===== src/rtl/irq_priority_encoder.sv =====
// Eight-level priority interrupt encoder: synchronised active-low requests, nested
// in-service tracking, and an ack/EOI handshake toward the CPU sequencer.
//
// state  | meaning
// IDLE   | no code presented; arbitrates eligible levels every cycle
// ASSERT | int_n low, code_n holds the frozen winner until ack or withdrawal
module irq_priority_encoder #(
    parameter int SYNC_STAGES = 2,
    parameter bit EDGE_TRIG   = 1'b0
) (
    input  logic       clk,
    input  logic       rst,
    input  logic [7:0] req_n,
    input  logic [7:0] mask,
    input  logic       ack,
    input  logic       eoi,
    output logic       int_n,
    output logic [2:0] code_n,
    output logic [7:0] in_service,
    output logic       busy
);

    typedef enum logic {IDLE, ASSERT} state_t;

    state_t     state_q, state_d;
    logic [7:0] sync_q [SYNC_STAGES];
    logic [7:0] req;
    logic [7:0] req_q;
    logic [7:0] pend_q, pend_d;
    logic [2:0] vec_q, vec_d;
    logic       int_n_q, int_n_d;
    logic [2:0] code_n_q, code_n_d;
    logic [7:0] isr_q, isr_d;
    logic       busy_q, busy_d;

    logic [7:0] isr_top;
    logic [7:0] above;
    logic [7:0] elig;
    logic [2:0] winner;
    logic [7:0] vec_oh;
    logic       ack_take;
    logic       seen;

    always_ff @(posedge clk or posedge rst) begin
        if (rst) begin
            for (int k = 0; k < SYNC_STAGES; k++) begin
                sync_q[k] <= 8'hFF;
            end
        end else begin
            sync_q[0] <= req_n;
            for (int k = 1; k < SYNC_STAGES; k++) begin
                sync_q[k] <= sync_q[k-1];
            end
        end
    end

    assign req    = ~sync_q[SYNC_STAGES-1];
    assign vec_oh = 8'b1 << vec_q;

    // above[i] is set when no in-service bit sits at level i or higher.
    always_comb begin
        isr_top = 8'h00;
        above   = 8'h00;
        seen    = 1'b0;
        for (int i = 0; i < 8; i++) begin
            if (isr_q[i]) begin
                isr_top = 8'b1 << i;
            end
        end
        for (int i = 7; i >= 0; i--) begin
            seen     = seen | isr_q[i];
            above[i] = ~seen;
        end
    end

    assign elig = pend_q & ~mask & above;

    always_comb begin
        winner = 3'd0;
        for (int i = 0; i < 8; i++) begin
            if (elig[i]) begin
                winner = 3'(i);
            end
        end
    end

    always_comb begin
        state_d  = state_q;
        vec_d    = vec_q;
        int_n_d  = int_n_q;
        code_n_d = code_n_q;
        ack_take = 1'b0;
        case (state_q)
            IDLE: begin
                int_n_d  = 1'b1;
                code_n_d = 3'b111;
                if (|elig) begin
                    vec_d    = winner;
                    int_n_d  = 1'b0;
                    code_n_d = ~winner;
                    state_d  = ASSERT;
                end
            end
            ASSERT: begin
                if (ack) begin
                    ack_take = 1'b1;
                    int_n_d  = 1'b1;
                    code_n_d = 3'b111;
                    state_d  = IDLE;
                end else if (!pend_q[vec_q] || mask[vec_q]) begin
                    int_n_d  = 1'b1;
                    code_n_d = 3'b111;
                    state_d  = IDLE;
                end
            end
            default: begin
                int_n_d  = 1'b1;
                code_n_d = 3'b111;
                state_d  = IDLE;
            end
        endcase
    end

    // In edge mode a fresh rising request wins over the clear from an ack.
    always_comb begin
        if (EDGE_TRIG) begin
            pend_d = pend_q;
            if (ack_take) begin
                pend_d = pend_d & ~vec_oh;
            end
            pend_d = pend_d | (req & ~req_q);
        end else begin
            pend_d = req;
        end
    end

    always_comb begin
        isr_d = isr_q;
        if (eoi) begin
            isr_d = isr_d & ~isr_top;
        end
        if (ack_take) begin
            isr_d = isr_d | vec_oh;
        end
        busy_d = |isr_d;
    end

    always_ff @(posedge clk or posedge rst) begin
        if (rst) begin
            state_q  <= IDLE;
            req_q    <= 8'h00;
            pend_q   <= 8'h00;
            vec_q    <= 3'd0;
            int_n_q  <= 1'b1;
            code_n_q <= 3'b111;
            isr_q    <= 8'h00;
            busy_q   <= 1'b0;
        end else begin
            state_q  <= state_d;
            req_q    <= req;
            pend_q   <= pend_d;
            vec_q    <= vec_d;
            int_n_q  <= int_n_d;
            code_n_q <= code_n_d;
            isr_q    <= isr_d;
            busy_q   <= busy_d;
        end
    end

    assign int_n      = int_n_q;
    assign code_n     = code_n_q;
    assign in_service = isr_q;
    assign busy       = busy_q;

endmodule


===== config.mk =====
export PLATFORM = sky130hd
export DESIGN_NAME = irq_priority_encoder
export DESIGN_NICKNAME = d
export VERILOG_FILES = /design/src/rtl/irq_priority_encoder.sv
export SDC_FILE = /design/constraint.sdc
export NUM_CORES = 1
export LEC_CHECK = 0
export BUFFER_PORTS_ARGS = -buffer_cell sky130_fd_sc_hd__buf_2
export CAP_MARGIN = 5
export CORE_ASPECT_RATIO = 1.4
export CORE_MARGIN = 2
export CORE_UTILIZATION = 25
export CTS_CLUSTER_SIZE = 12
export DETAILED_ROUTE_END_ITERATION = 8
export HOLD_SLACK_MARGIN = 0.08
export SLEW_MARGIN = 5
export SYNTH_ARGS = -nofsm -noshare
export SYNTH_HDL_FRONTEND = slang
export SYNTH_SLANG_ARGS = --single-unit

===== constraint.sdc =====
create_clock -name clk -period 6.6 [get_ports clk]
set_input_delay 1.32 -clock clk [delete_from_list [all_inputs] [get_ports clk]]
set_output_delay 1.32 -clock clk [all_outputs]
set_load 0.05 [all_outputs]

==> out/results.ini, run 1 <==
[detailed_routing]
post-route-drc-count = 0
met2_length_um = 1650
via_per_inst = 4.64
dr.pass1.iters = 4
vias = 1114
avgRoutedWirePerCell_um = 13.1
first_iter_violations = 67
ant_nets = 0
top_layer = met4
wl_met1_um = 1270
routed_wl_um = 3130
wl_met3_um = 202

[cts]
htreeDepth = 2
cts_resized = 0
post-cts-setup-buffers = 0
cts_tree = done
clk_path_buf_depth = 2
cts_made_buffers = 5
clkTransAtPathRegs_ns = 0.08
cts_root_buf = clkbuf_8
clk_latency_ns = 0.30
cts_sinks = 41
postCtsHoldBufs = 0

[synthesis]
synth_cell_type_count = 37
synth_nets = 151
synth_top_area_share_pct = 32.0
synthMostInstantiatedCell = dfrtp_1
syn_inst = 131
synth_top_area_cell = dfrtp_1
synth_edf_count = 0
synth_ff_type = dfrtp_1
ys_async_sr_fraction_pct = 100
ys_seq_elements = 41
synth_area_leaders = dfrtp_1, dfstp_2, nor2b_1, inv_1, mux4_2
netlist_area_mm2 = 0.00164
yosysSeqAreaShare_pct = 64.0
ys_top_cells_by_count = dfrtp_1, dfstp_2, inv_1
yosysWarnings = 0
avgSynthCellArea_um2 = 12.5

[setup_path]
required_ns = 6.77
cp-end-kind = register
crit_type = in2reg
arrival_ns = 3.04
cp_max_fo = 3
crit_path_start_kind = input pin

[finish]
fin_util_pct = 31.1
drive_gt1_share_pct = 42.9
stdcell_area_mm2 = 0.00196
area_growth_pct = 19.4
nFillCells = 666
diodes = 0
final_cells = 240
finish.net_count = 187

[timing]
worstMarginPinSlew_ns = 0.498
final_hold_viol_count = 0
clock_skew_ns = 0.0128
finalCriticalPeriod_ns = 2.87
fmax_ghz = 0.349
postLayoutSetupSlackWorst_ns = 3.73
fin_tns_setup_ns = 0
slew_headroom_pct = 66.4
rsz0062_at_grt = false
holdWs_ns = 0.358
finalSetupViolations = 0
fin_crit_sh_pct = 43.5
final_max_slew_viol_count = 0

[power]
p_per_area_mw_per_mm2 = 464
leakagePower_nw = 0.901
peakVddDrop_uv = 160
p_total_mw = 0.911

[global_route]
grt_pass1_vias = 1082
overflow = 0
antenna_found_initial = 0
grt_max_degree = 42
grt_first_pass_wirelength_um = 5220
grt_usage_pct = 9.68

[place]
placedCellCount = 232
gp_congestion = 0.722
place_hpwl_um = 2340
port-buffer-count = 32
postPlaceCellArea_mm2 = 0.00187
place_ws_ns = 3.43

[floorplanning]
die-width_um = 72.5
die_h_um = 99.9
start_util_pct = 26.1
io-pin-count = 33
core_mm2 = 0.00630
fp-row-count = 34
dieArea_mm2 = 0.00724

[min_path]
hp-class = reg2reg

[flow_run]
maxCapViolCount = 0

[status]
outcome = finished clean

[registers in the layout (all words and copies together), names as in the netlist]
signal,flops
busy,1
code_n,3
in_service,8
int_n,1
pend_q,8
state_q,1
sync_q,16
vec_q,3
[cells in the final DEF, fill, tap and decap left out, types with 2 or more instances in the layout]
cell type / instances
nor2b_1: 8
buf_2: 32
nor2_1: 9
o21bai_1: 2
a22o_1: 2
mux4_2: 2
nor4_1: 2
inv_6: 3
nand3_1: 2
mux2_2: 3
a21oi_1: 4
dfstp_2: 20
o21ai_0: 5
inv_1: 12
nand2_1: 5
or4_1: 2
dfrtp_1: 21
or2_2: 2
nor3b_1: 5
or4_2: 2
a32o_1: 3
a31oi_1: 2
nand2b_1: 2
clkbuf_8: 5
[layout make-up]
class / count / area, µm² / share of cell area, %
Tap cell: 72 / 90.1 / 4.59
Multi-Input combinational cell: 74 / 512 / 26.1
Inverter: 12 / 45.0 / 2.30
Clock buffer: 5 / 68.8 / 3.51
Timing Repair Buffer: 33 / 168 / 8.55
Sequential cell: 41 / 1050 / 53.6
Clock inverter: 3 / 26.3 / 1.34
[path summary, 6_finish.rpt]
path	cells past startpoint	startpoint	slack, ns	end
max in group asynchronous	3	rst	5.10	int_n$_DFFE_PP1P_
min in group asynchronous	3	rst	1.13	pend_q[2]$_DFF_PP0_
hold reg to reg	0	sync_q[11]$_DFF_PP1_	0.36	sync_q[3]$_DFF_PP1_
setup reg to reg	4	in_service[7]$_DFF_PP0_	4.23	busy$_DFF_PP0_
hold / removal	0	sync_q[11]$_DFF_PP1_	0.36	sync_q[3]$_DFF_PP1_
setup / recovery	5	eoi	3.73	busy$_DFF_PP0_
[metal layers]
layer | up-vias | global-route usage (%)
met3 | 2 | 3.92
met1 | 537 | 11.5
met2 | 42 | 15.2
met4 | 0 | 4.56
met5 | - | 0
li1 | 533 | -
[where the power goes]
group          internal (mW)  switching (mW)  leakage, nW
Clock                 0.0785          0.0956       0.0495
Combinational          0.127           0.231        0.380
Sequential             0.316          0.0621        0.471
[cell families (layout without fill, tap and decap cells)]
| kind of cell | count (synthesis) | after routing | share of synthesized area [%] |
|---|---|---|---|
| AO/OA/AOI/OAI | 24 | 24 | 10.1 |
| buffers and inverters | 16 | 53 | 4.80 |
| flip-flops | 41 | 41 | 64.0 |
| multiplexers | 5 | 5 | 4.80 |
| AND/OR/NAND/NOR | 45 | 45 | 16.3 |
[critical path, stage by stage]
cell    delay [ns]
buf_2         0.11
or4b_4        0.46
a22o_1        0.21
or4_1         0.53
or4_1         0.41
(Power assumes the default switching activity.)
==> inputs of run 2 (changes only) <==
--- a/config.mk
+++ b/config.mk
@@ -5,6 +5,7 @@
 export SDC_FILE = /design/constraint.sdc
 export NUM_CORES = 1
 export LEC_CHECK = 0
+export ABC_AREA = 1
 export BUFFER_PORTS_ARGS = -buffer_cell sky130_fd_sc_hd__buf_2
 export CAP_MARGIN = 5
 export CORE_ASPECT_RATIO = 1.4
==> constraint.sdc (replaced) <==
create_clock -name clk -period 2.9 [get_ports clk]
set_input_delay 0.58 -clock clk [delete_from_list [all_inputs] [get_ports clk]]
set_output_delay 0.58 -clock clk [all_outputs]
set_load 0.05 [all_outputs]
==> out/results.ini, run 2 <==
[detailed_routing]
routed_wl_um = 3480
ant_nets = 0
dr.pass1.iters = 4
vias = 1289
via_per_inst = 4.35
post-route-drc-count = 0
first_iter_violations = 48
avgRoutedWirePerCell_um = 11.8

[floorplanning]
io-pin-count = 33
die-width_um = 73.1
die_h_um = 101
dieArea_mm2 = 0.00736
fp-row-count = 35
start_util_pct = 25.6
core_mm2 = 0.00653

[setup_path]
timing.rr.start = vec_q[0]$_DFFE_PP0P_
r2r_end = code_n[1]$_DFFE_PP1P_
critical_path.max_stage_delay_ns = 0.55
cp-end-kind = output pin
crit_type = reg2out
cp_max_fo = 2
required_ns = 2.32
r2r_slack_ns = 1.27
startpoint = code_n[2]$_DFFE_PP1P_
cpMaxStageDelayCell = dfstp_2
critPathBufInv = 1
reg2reg_depth = 9
crit_path_start_kind = register
cp.depth = 1
arrival_ns = 1.11
cp_top_family = flip-flops
path_cells = buf_2
crit_end = code_n[2]

[finish]
final_cell_mix = nand2_1, inv_1, buf_2
largest_reg_flops = 16
diodes = 0
area_growth_pct = 22.4
final_common_cell = nand2_1
largest_register = sync_q
finish.net_count = 241
drive_gt1_share_pct = 29.7

[power]
p_comb_share_pct = 42.0
peakVddDrop_uv = 401
p_int_mw = 1.21
p_per_area_mw_per_mm2 = 1070
pwr-share-clk_pct = 21.2
p_switching_mw = 0.973
switching_share_pct = 44.5
leakagePower_nw = 1.08
power_frac_seq_pct = 36.8
p_total_mw = 2.19

[cts]
clk_path_buf_depth = 2
cts_tree = done
postCtsHoldBufs = 0
post-cts-setup-buffers = 0
clkTransAtPathRegs_ns = 0.08
cts_sinks = 41
htreeDepth = 2
cts_made_buffers = 5
clk_latency_ns = 0.30
cts_resized = 0
cts_root_buf = clkbuf_8

[flow_run]
maxCapViolCount = 0

[synthesis]
ys_top_cells_by_count = nand2_1, inv_1, dfrtp_1
synth_area_leaders = dfrtp_1, dfstp_2, nand2_1, inv_1, o21ai_0
syn_inst = 181
yosysWarnings = 0
synth_top_area_cell = dfrtp_1
synth_nets = 201
synth_ff_type = dfrtp_1
yosysSeqAreaShare_pct = 63.0
synth_cell_type_count = 21
avgSynthCellArea_um2 = 9.22
synth_top_area_share_pct = 31.5
synth_edf_count = 0
netlist_area_mm2 = 0.00167
ys_async_sr_fraction_pct = 100
synthMostInstantiatedCell = nand2_1
ys_seq_elements = 41

[place]
gp_congestion = 0.806
place_hpwl_um = 2690
port-buffer-count = 32
place_ws_ns = 1.29

[timing]
fin_tns_setup_ns = 0
finalSetupViolations = 0
postLayoutSetupSlackWorst_ns = 1.21
fmax_ghz = 0.593
finalCriticalPeriod_ns = 1.69
final_hold_viol_count = 0
fin_crit_sh_pct = 58.2
worstMarginPinSlew_ns = 0.497
holdWs_ns = 0.357
clock_skew_ns = 0.00761
rsz0062_at_grt = false
slew_headroom_pct = 66.9
final_max_slew_viol_count = 0

[global_route]
overflow = 0
grt_usage_pct = 10.4
grt_first_pass_wirelength_um = 5750
grt_max_degree = 42
antenna_found_initial = 0
grt_pass1_vias = 1254

[min_path]
hold_start = sync_q[14]$_DFF_PP1_
hp-class = reg2reg

[status]
outcome = finished clean

==> run 2: cell types whose count changed in the layout (fill, tap and decap cells not counted), sizes merged, moves of 4 or more <==
cell   delta
nor2b     -8
nand2    +41
nand3     +9
o21ai    +10
nor2      +9
or4       -4
inv      +20
==> run 2: stage by stage <==
| step | area [µm²] | utilization (%) | instances |
|---|---|---|---|
| after floorplan | 1670 | - | 181 |
| after global placement | 1930 | 29.6 | 288 |
| after detailed placement | 1930 | 29.6 | 288 |
| after CTS | 2040 | 31.3 | 296 |
| after global routing | 2040 | 31.3 | 296 |
| final | 2040 | 31.3 | 296 |
==> run 2: how the worst min path moves through the flow <==
stage | endpoint | slack, ns | cells past startpoint
after floorplan | sync_q[0]$_DFF_PP1_ | 0.35 | 0
after global placement | sync_q[1]$_DFF_PP1_ | 0.35 | 0
after detailed placement | sync_q[4]$_DFF_PP1_ | 0.35 | 0
after CTS | sync_q[11]$_DFF_PP1_ | 0.35 | 1
after global routing | sync_q[15]$_DFF_PP1_ | 0.35 | 1
final | sync_q[6]$_DFF_PP1_ | 0.36 | 0
==> run 2: power by group through the flow <==
stage,combinational (mW),clock [mW],sequential (mW)
finish,0.919,0.464,0.804
global route,1.02,0.511,0.823
CTS,0.929,0.485,0.806
detailed placement,0.926,0,0.816
global placement,0.916,0,0.815
floorplan,0.455,0,1.04
==> run 2: cell type report <==
type                    instances  area [µm²]
clock buffers                   5        68.8
clock inverters                 3        45.0
fillers                       668        4480
inverters                      34         128
multi-input cells             106         490
flip-flops and latches         41        1050
well taps                      74        92.6
repair buffers                 33         168
==> run 2: metal layers <==
metal  up-vias  wire length, µm  share of wire (%)  GRT usage, %
li1        641                -                  -             -
met1       605             1450                 42          12.1
met2        36             1780                 51          17.6
met3         7              174                5.0          3.10
met4         0               68                2.0          4.27
met5         -                0                  0             0
==> run 2: logic make-up (layout without fill, tap and decap cells) <==
kind of cell | Yosys count | in the layout | share of synthesized area, %
flip-flops | 41 | 41 | 63.0
buffers and inverters | 34 | 75 | 7.65
AND/OR/NAND/NOR | 83 | 83 | 22.0
AO/OA/AOI/OAI | 23 | 23 | 7.35
